**config.mk**
```make
export PLATFORM = sky130hd
export DESIGN_NAME = rggen_indirect_access_master
export DESIGN_NICKNAME = d
export VERILOG_FILES = /design/src/rtl/rggen_indirect_access_master.sv
export SDC_FILE = /design/constraint.sdc
export NUM_CORES = 1
export LEC_CHECK = 0
export BUFFER_PORTS_ARGS = -buffer_cell sky130_fd_sc_hd__buf_2
export CORE_MARGIN = 4
export CORE_UTILIZATION = 30
export DETAILED_ROUTE_END_ITERATION = 6
export GPL_ROUTABILITY_DRIVEN = 0
export PLACE_DENSITY_LB_ADDON = 0.15
export SYNTH_ARGS = -nofsm -noshare
export SYNTH_HDL_FRONTEND = slang
export SYNTH_SLANG_ARGS = --single-unit
```
**constraint.sdc**
```tcl
create_clock -name clk -period 5.03 [get_ports clk]
set_input_delay 0.7545 -clock clk [delete_from_list [all_inputs] [get_ports clk]]
set_output_delay 0.7545 -clock clk [all_outputs]
set_load 0.02 [all_outputs]
```
**src/rtl/rggen_indirect_access_master.sv**
```systemverilog
// Indirect register initiator: turns one command into an index write followed by
// a data-window access, optionally skipping the index write when it is unchanged.
module rggen_indirect_access_master #(
    parameter int                       ADDRESS_WIDTH        = 16,
    parameter int                       DATA_WIDTH           = 32,
    parameter int                       INDEX_WIDTH          = 8,
    parameter logic [ADDRESS_WIDTH-1:0] INDEX_ADDRESS        = '0,
    parameter logic [ADDRESS_WIDTH-1:0] DATA_ADDRESS         = 'h4,
    parameter bit                       SKIP_REDUNDANT_INDEX = 1'b1
) (
    input  logic                     clk,
    input  logic                     rst,
    input  logic                     i_cmd_valid,
    output logic                     o_cmd_ready,
    input  logic                     i_cmd_write,
    input  logic [INDEX_WIDTH-1:0]   i_cmd_index,
    input  logic [DATA_WIDTH-1:0]    i_cmd_data,
    output logic                     o_rsp_valid,
    input  logic                     i_rsp_ready,
    output logic [DATA_WIDTH-1:0]    o_rsp_data,
    output logic [1:0]               o_rsp_status,
    output logic                     o_bus_valid,
    output logic [ADDRESS_WIDTH-1:0] o_bus_address,
    output logic                     o_bus_write,
    output logic [DATA_WIDTH-1:0]    o_bus_write_data,
    input  logic                     i_bus_ready,
    input  logic [1:0]               i_bus_status,
    input  logic [DATA_WIDTH-1:0]    i_bus_read_data
);
    localparam logic [1:0] IDLE  = 2'd0;
    localparam logic [1:0] INDEX = 2'd1;
    localparam logic [1:0] DATA  = 2'd2;
    localparam logic [1:0] RESP  = 2'd3;

    logic [1:0]             state;
    logic                   cmd_write;
    logic [INDEX_WIDTH-1:0] cmd_index;
    logic [DATA_WIDTH-1:0]  cmd_data;
    logic                   cache_valid;
    logic [INDEX_WIDTH-1:0] cache_index;
    logic [DATA_WIDTH-1:0]  index_ext;
    logic                   cache_hit;
    logic                   accept;

    always_comb begin
        index_ext                  = '0;
        index_ext[INDEX_WIDTH-1:0] = i_cmd_index;
    end

    assign cache_hit   = SKIP_REDUNDANT_INDEX && cache_valid && (cache_index == i_cmd_index);
    assign o_cmd_ready = (state == IDLE) && !rst;
    assign accept      = i_cmd_valid && o_cmd_ready;

    always_ff @(posedge clk) begin
        if (rst) begin
            state            <= IDLE;
            cmd_write        <= 1'b0;
            cmd_index        <= '0;
            cmd_data         <= '0;
            cache_valid      <= 1'b0;
            cache_index      <= '0;
            o_bus_valid      <= 1'b0;
            o_bus_address    <= '0;
            o_bus_write      <= 1'b0;
            o_bus_write_data <= '0;
            o_rsp_valid      <= 1'b0;
            o_rsp_data       <= '0;
            o_rsp_status     <= '0;
        end else begin
            case (state)
                IDLE: begin
                    if (accept) begin
                        cmd_write   <= i_cmd_write;
                        cmd_index   <= i_cmd_index;
                        cmd_data    <= i_cmd_data;
                        o_bus_valid <= 1'b1;
                        if (cache_hit) begin
                            state            <= DATA;
                            o_bus_address    <= DATA_ADDRESS;
                            o_bus_write      <= i_cmd_write;
                            o_bus_write_data <= i_cmd_data;
                        end else begin
                            state            <= INDEX;
                            o_bus_address    <= INDEX_ADDRESS;
                            o_bus_write      <= 1'b1;
                            o_bus_write_data <= index_ext;
                        end
                    end
                end
                INDEX: begin
                    if (i_bus_ready) begin
                        if (!i_bus_status[1]) begin
                            state            <= DATA;
                            cache_valid      <= 1'b1;
                            cache_index      <= cmd_index;
                            o_bus_address    <= DATA_ADDRESS;
                            o_bus_write      <= cmd_write;
                            o_bus_write_data <= cmd_data;
                        end else begin
                            // A failed index write leaves the responder's index unknown.
                            state        <= RESP;
                            cache_valid  <= 1'b0;
                            o_bus_valid  <= 1'b0;
                            o_rsp_valid  <= 1'b1;
                            o_rsp_status <= i_bus_status;
                            o_rsp_data   <= '0;
                        end
                    end
                end
                DATA: begin
                    if (i_bus_ready) begin
                        state        <= RESP;
                        o_bus_valid  <= 1'b0;
                        o_rsp_valid  <= 1'b1;
                        o_rsp_status <= i_bus_status;
                        o_rsp_data   <= cmd_write ? '0 : i_bus_read_data;
                    end
                end
                RESP: begin
                    if (i_rsp_ready) begin
                        state       <= IDLE;
                        o_rsp_valid <= 1'b0;
                    end
                end
                default: state <= IDLE;
            endcase
        end
    end
endmodule

```
# ---- Word level (Yosys, flattened, before mapping)
# Index checks and enable logic that the tools add are counted.
dict set report word_totals {
  register_bits 137
  in_bits 80
  output_inout_bits 86
  word_cells 83
}
dict set report classes {
  n_eq_ne 10
  muxes 42
  bitwise 1
  reduce_logical 17
}
# op count
set ops {}
lappend ops {{$mux W32} 8}
lappend ops {{$pmux W32 S2} 2}
lappend ops {{$mux W16} 3}
lappend ops {{$pmux W16 S2} 1}
lappend ops {{$mux W2} 8}
lappend ops {{$mux W1} 14}
lappend ops {{$ne A2 B2 Y1 const B} 6}
lappend ops {{$reduce_and A4 Y1} 3}
lappend ops {{$reduce_and A5 Y1} 2}
lappend ops {{$eq A8 B8 Y1} 1}
lappend ops {{$pmux W2 S4} 1}
lappend ops {{$pmux W1 S3} 2}
lappend ops {{$reduce_bool A3 Y1} 2}
lappend ops {{$eq A2 B2 Y1 const B} 2}
lappend ops {{$pmux W2 S2} 1}
lappend ops {{$reduce_and A2 Y1} 2}
lappend ops {{$reduce_bool A2 Y1} 2}
lappend ops {{$logic_and A1 B1 Y1} 3}
lappend ops {{$mux W3} 1}
lappend ops {{$reduce_and A3 Y1} 1}
lappend ops {{$eq A2 B1 Y1 const B} 1}
lappend ops {{$logic_not A2 Y1} 1}
lappend ops {{$pmux W1 S2} 1}
lappend ops {{$logic_not A1 Y1} 1}
lappend ops {{$not A1 Y1} 1}

# ---- Depth between registers and ports, before layout
dict set report depth {
  ltp_word 5
  mapped_depth 9
  mapped_depth_nobuf 7
}

# ---- Worst setup path after synthesis
# Ideal clock, no wire load.
dict set report synth_timing {
  path_kind {input to register}
  startpoint {in rst}
  endpoint {reg o_bus_write_data[6]}
  setup_time_ps 115
  arrival_ps 2279
  t_required_ps 4915
  path_slack_ps 2637
  path_stages 7
  n_path_buf 2
  cell_sequence {clkbuf_1 -> nor2b_1 -> nand2_1 -> clkbuf_1 -> or3_1 -> o221a_2 -> o21a_1}
}
dict set report synth_between {
  elab_chain_len 5
}
# element line
set synth_rtl {}
lappend synth_rtl {{start: declaration} 12} ;# input logic rst,
lappend synth_rtl {{$logic_not A1 Y1} 51} ;# assign o_cmd_ready = (state == IDLE) && !rst;
lappend synth_rtl {{$logic_and A1 B1 Y1} 51}
lappend synth_rtl {{net o_cmd_ready} 14} ;# output logic o_cmd_ready,
lappend synth_rtl {{$logic_and A1 B1 Y1} 52} ;# assign accept = i_cmd_valid && o_cmd_ready;
lappend synth_rtl {{$ne A2 B2 Y1 (no line)} -}
lappend synth_rtl {{$reduce_and A4 Y1 (no line)} -}
lappend synth_rtl {{end signal: assignment} 81} ;# o_bus_write_data <= i_cmd_data;
lappend synth_rtl {{end signal: assignment} 86} ;# o_bus_write_data <= index_ext;
lappend synth_rtl {{end signal: assignment} 98} ;# o_bus_write_data <= cmd_data;
lappend synth_rtl {{end: declaration} 25} ;# output logic [DATA_WIDTH-1:0] o_bus_write_data,
# The timed path passes the listed nets, and every way through them passes these cells.
# A chain may end at the register's enable or synchronous reset.

# ---- Final worst setup path
dict set report layout_timing {
  startpoint {reg state[1]}
  endpoint {reg o_bus_write_data[11]}
}
dict set report layout_between {
  elab_chain_len 5
  word_cells_on_any_way 10
  cone_classes {4 x eq/ne; 1 x mux; 5 x reduce/logical}
}
# element line
set layout_rtl {}
lappend layout_rtl {{start: declaration} 35} ;# logic [1:0] state;
lappend layout_rtl {{start signal: assignment} 56} ;# state <= IDLE;
lappend layout_rtl {{start signal: assignment} 78} ;# state <= DATA;
lappend layout_rtl {{start signal: assignment} 83} ;# state <= INDEX;
lappend layout_rtl {{$logic_not A2 Y1} {51, 70}}
lappend layout_rtl {{$logic_and A1 B1 Y1} 51}
lappend layout_rtl {{$logic_and A1 B1 Y1} 52}
lappend layout_rtl {{$ne A2 B2 Y1 (no line)} -}
lappend layout_rtl {{$reduce_and A4 Y1 (no line)} -}
# Several ways; a longest one is shown, not always the timed one.

==> reports/metrics.yaml <==
cells_and_area:
  antenna-diode-count: 0
  layout-area-overhead-vs-synth_pct: 24.9
  layout.area.seq_um2: 2440
  share_of_post_route_cells_with_drive_strength_above_1: 0.252
  layout_common_cells: "sky130_fd_sc_hd__nand2_1, sky130_fd_sc_hd__buf_2, sky130_fd_sc_hd__dfxtp_1"
  post_layout_nonfiller_instances: 998
  multi_input_area_um2: 2500
  finalInstanceArea_um2: 6590
  n_fill_cell: 1792
  mostFrequentLayoutCell: "sky130_fd_sc_hd__nand2_1"
  final_nets: 849
critical_path:
  cp.arrival_ns: 3.29
  cp_slowest_cell: "sky130_fd_sc_hd__buf_4"
  ff2ff_path_depth: 8
  crit_path_frequent_cell: "sky130_fd_sc_hd__buf_4"
  worst_r2r_startpoint: "state[1]"
  worst_setup_path_start_kind: "flip-flop"
  largest_fanout_on_the_critical_path: 59
  sequence_of_cells_on_the_critical_path: "inv_1 -> ha_2 -> buf_4 -> nand3b_1 -> a22oi_2 -> buf_4 -> nor2_1 -> a311oi_1"
  setup.reg_to_reg.worst_slack_ns: 2.05
  category_of_the_critical_setup_timing_path: "flip-flop to flip-flop"
  critPathRequiredTime_ns: 5.34
  worst_r2r_endpoint: "o_bus_write_data[11]"
  stage_delay_of_the_slowest_cell_on_the_critical_path_ns: 0.53
  critical_path.endpoint_type: "flip-flop"
global_route:
  maximum_number_of_pins_on_one_net_before_global_route_repair: 124
  grt_util_all_layers: 0.149
  grt.met2_usage: 0.242
  grt_util_met1: 0.187
  antenna_violations_before_repair: 2
  wire_length_of_the_first_global_routing_pass_um: 23900
  grt_pass1_vias: 4658
  grtUsageMet3: 0.0556
  global_route.overflow_total: 0
  grt.busiest_layer: "met2"
power:
  share_clk_of_total_power: 0.333
  proportion_of_power_drawn_by_flip_flops_and_latches: 0.381
  ir_drop_uv: 302
  switching_share: 0.339
  p_per_area_nw_per_um2: 492
  power_leakage_nw: 2.76
  p_switching_w: 0.00110
  intPower_w: 0.00215
  pwr-share-comb: 0.286
route:
  ant_nets: 0
  number_of_remaining_drc_errors: 0
  vias: 4775
  drtIter0Drc: 245
  finalWirelength_um: 14800
  first_pass_iters: 5
  detail_route.vias_per_cell: 4.78
  wire_per_inst_um: 14.8
clock_tree:
  clkTransAtPathRegs_ns: 0.05
  postCtsSetupBuffers: 0
  insertion_delay_ns: 0.41
  clock_tree.root_cell: "sky130_fd_sc_hd__clkbuf_16"
  clock_tree_from_tritoncts: "built"
  ctsHtreeMaxLevel: 4
  cts_inserted_buffers: 17
  cts-resized-gates: 0
  cts-root-to-sink-buffers: 2
  hold_buffers: 0
  clock_sink_count: 122
timing:
  timing_worst_slew_pin_value_ns: 1.20
  final-hold-violation-count: 0
  slew_headroom: 0.199
  finalClockSkew_ns: 0.00724
  fmax_ghz: 0.335
  grt_setup_unrepaired: "false"
  maxSlewViolCount: 0
  fin_tns_setup_ns: 0
  layout_worst_path_cycle_share: 0.593
  setup_violations: 0
  final.hold.worst_slack_ns: 0.447
  timing.final.crit_period_ns: 2.98
die:
  design.portCount: 166
  die_w_um: 141
  initial_core_util: 0.305
  core_outline_area_um2: 17300
  die_area_um2: 19800
  core.rowCount: 48
  die-height_um: 141
placement:
  placed_instance_count: 969
  dp_hpwl_um: 9950
  placed_area_um2: 6070
  port_buffer_cells: 150
hold_path:
  holdCritPathClass: "flip-flop to flip-flop"
  holdPathEnd: "o_rsp_data[0]"
  worst_hold_startpoint: "o_rsp_data[0]"
  timing.hold.worst_path_depth: 2
logic_synthesis:
  yosys_warnings: 0
  ys_seq_elements: 122
  synth.avg_cell_area_um2: 8.21
  synth-seq-area-share: 0.463
  post_synth_instance_area_um2: 5280
  synth_enable_flop_cells: 0
  post_synth_inst_count: 643
  post_synth_num_cell_types: 39
  synth_async_sr_flop_share: 0
  predominant_post_synthesis_flop_cell: "sky130_fd_sc_hd__dfxtp_1"
run:
  maxCapViolCount: 0
outcome:
  run_status: "finished clean"
## worst max-delay path, delay by kind of cell, from the launching register on
| family | cells | cell delay, ns |
|---|---|---|
| and+or+nand+nor | 2 | 0.53 |
| AOI/OAI and AO/OA | 2 | 0.51 |
| buffers and inverters | 3 | 1.14 |
| adders and majority gates | 1 | 0.32 |
| DFF | 1 | 0.34 |
## layout make-up
cell class,instances,share of cell area
Timing Repair Buffer,155,0.120
Tap cell,225,0.0427
Clock inverter,3,0.00228
Sequential cell,122,0.370
Inverter,16,0.00911
Clock buffer,26,0.0757
Multi-Input combinational cell,451,0.380
## synthesized netlist by cell type (2+ instances only)
| master | count | area (µm²) |
|---|---|---|
| sky130_fd_sc_hd__nor3_1 | 3 | 15.0 |
| sky130_fd_sc_hd__a21oi_1 | 55 | 275 |
| sky130_fd_sc_hd__buf_2 | 4 | 20.0 |
| sky130_fd_sc_hd__nand3b_1 | 57 | 428 |
| sky130_fd_sc_hd__nand2_1 | 154 | 578 |
| sky130_fd_sc_hd__xnor2_1 | 5 | 43.8 |
| sky130_fd_sc_hd__a311oi_1 | 23 | 201 |
| sky130_fd_sc_hd__and2_1 | 2 | 12.5 |
| sky130_fd_sc_hd__nor2_1 | 35 | 131 |
| sky130_fd_sc_hd__a211oi_1 | 3 | 22.5 |
| sky130_fd_sc_hd__buf_1 | 8 | 30.0 |
| sky130_fd_sc_hd__buf_4 | 15 | 113 |
| sky130_fd_sc_hd__buf_6 | 3 | 33.8 |
| sky130_fd_sc_hd__or3_1 | 8 | 50.1 |
| sky130_fd_sc_hd__inv_1 | 16 | 60.1 |
| sky130_fd_sc_hd__dfxtp_1 | 122 | 2440 |
| sky130_fd_sc_hd__o21a_1 | 8 | 60.1 |
| sky130_fd_sc_hd__a22oi_1 | 2 | 15.0 |
| sky130_fd_sc_hd__nand3_1 | 36 | 180 |
| sky130_fd_sc_hd__o221a_2 | 8 | 90.1 |
| sky130_fd_sc_hd__o31ai_1 | 9 | 67.6 |
| sky130_fd_sc_hd__nor2b_1 | 5 | 31.3 |
| sky130_fd_sc_hd__clkbuf_1 | 38 | 143 |
| sky130_fd_sc_hd__ha_1 | 6 | 75.1 |
| sky130_fd_sc_hd__nand2b_1 | 4 | 25.0 |
## routing by layer
layer  part of all wire  wire (µm)
met3              0.073       1080
met4             0.0089        131
met2               0.46       6850
met5             0.0018         27
met1               0.45       6710
## per-stage QoR
stage                      util  setup WS [ns]  power [W]
after CTS                 0.381           2.05    0.00328
after detailed placement  0.351           2.08    0.00219
after global placement    0.351           2.19    0.00216
final                     0.381           2.05    0.00325
after floorplan               -           2.64    0.00192
after global routing      0.381           1.77    0.00345
## power groups by stage
stage          Clock (W)  Sequential, W  Combinational, W
5_1_grt          0.00115        0.00126           0.00104
3_5_place_dp           0        0.00126          0.000932
4_1_cts          0.00111        0.00124          0.000935
3_3_place_gp           0        0.00125          0.000914
6_report         0.00108        0.00124          0.000928
2_1_floorplan          0        0.00136          0.000563
## cells by family (layout without fill, tap and decap cells)
logic type / after synthesis / count (layout) / share of synthesized area
buf+inv: 84 / 200 / 0.0756
mux: 1 / 1 / 0.00213
flops: 122 / 122 / 0.463
compound gates: 118 / 118 / 0.156
simple gates: 306 / 306 / 0.281
other cells: 1 / 15 / 0.000711
xor+xnor: 5 / 5 / 0.00830
fa+ha+maj: 6 / 6 / 0.0142
## sequential cells by signal (all words and copies together), names as in the netlist
signal	flops
cmd_data	32
o_bus_write_data	32
o_rsp_data	32
cache_index	8
cmd_index	8
o_rsp_status	2
state	2
cache_valid	1
cmd_write	1
o_bus_address	1
o_bus_valid	1
o_bus_write	1
o_rsp_valid	1
## worst max-delay path by stage
stage / from / endpoint / slack (ns)
6_report: state[1] / o_bus_write_data[11] / 2.05
4_1_cts: state[1] / o_bus_write_data[4] / 2.05
5_1_grt: state[1] / o_bus_write_data[16] / 1.77
3_3_place_gp: state[1] / o_bus_write / 2.19
3_5_place_dp: state[1] / o_bus_write_data[11] / 2.08
2_1_floorplan: rst / o_bus_write_data[6] / 2.64
Power figures use the tool's default switching activity.
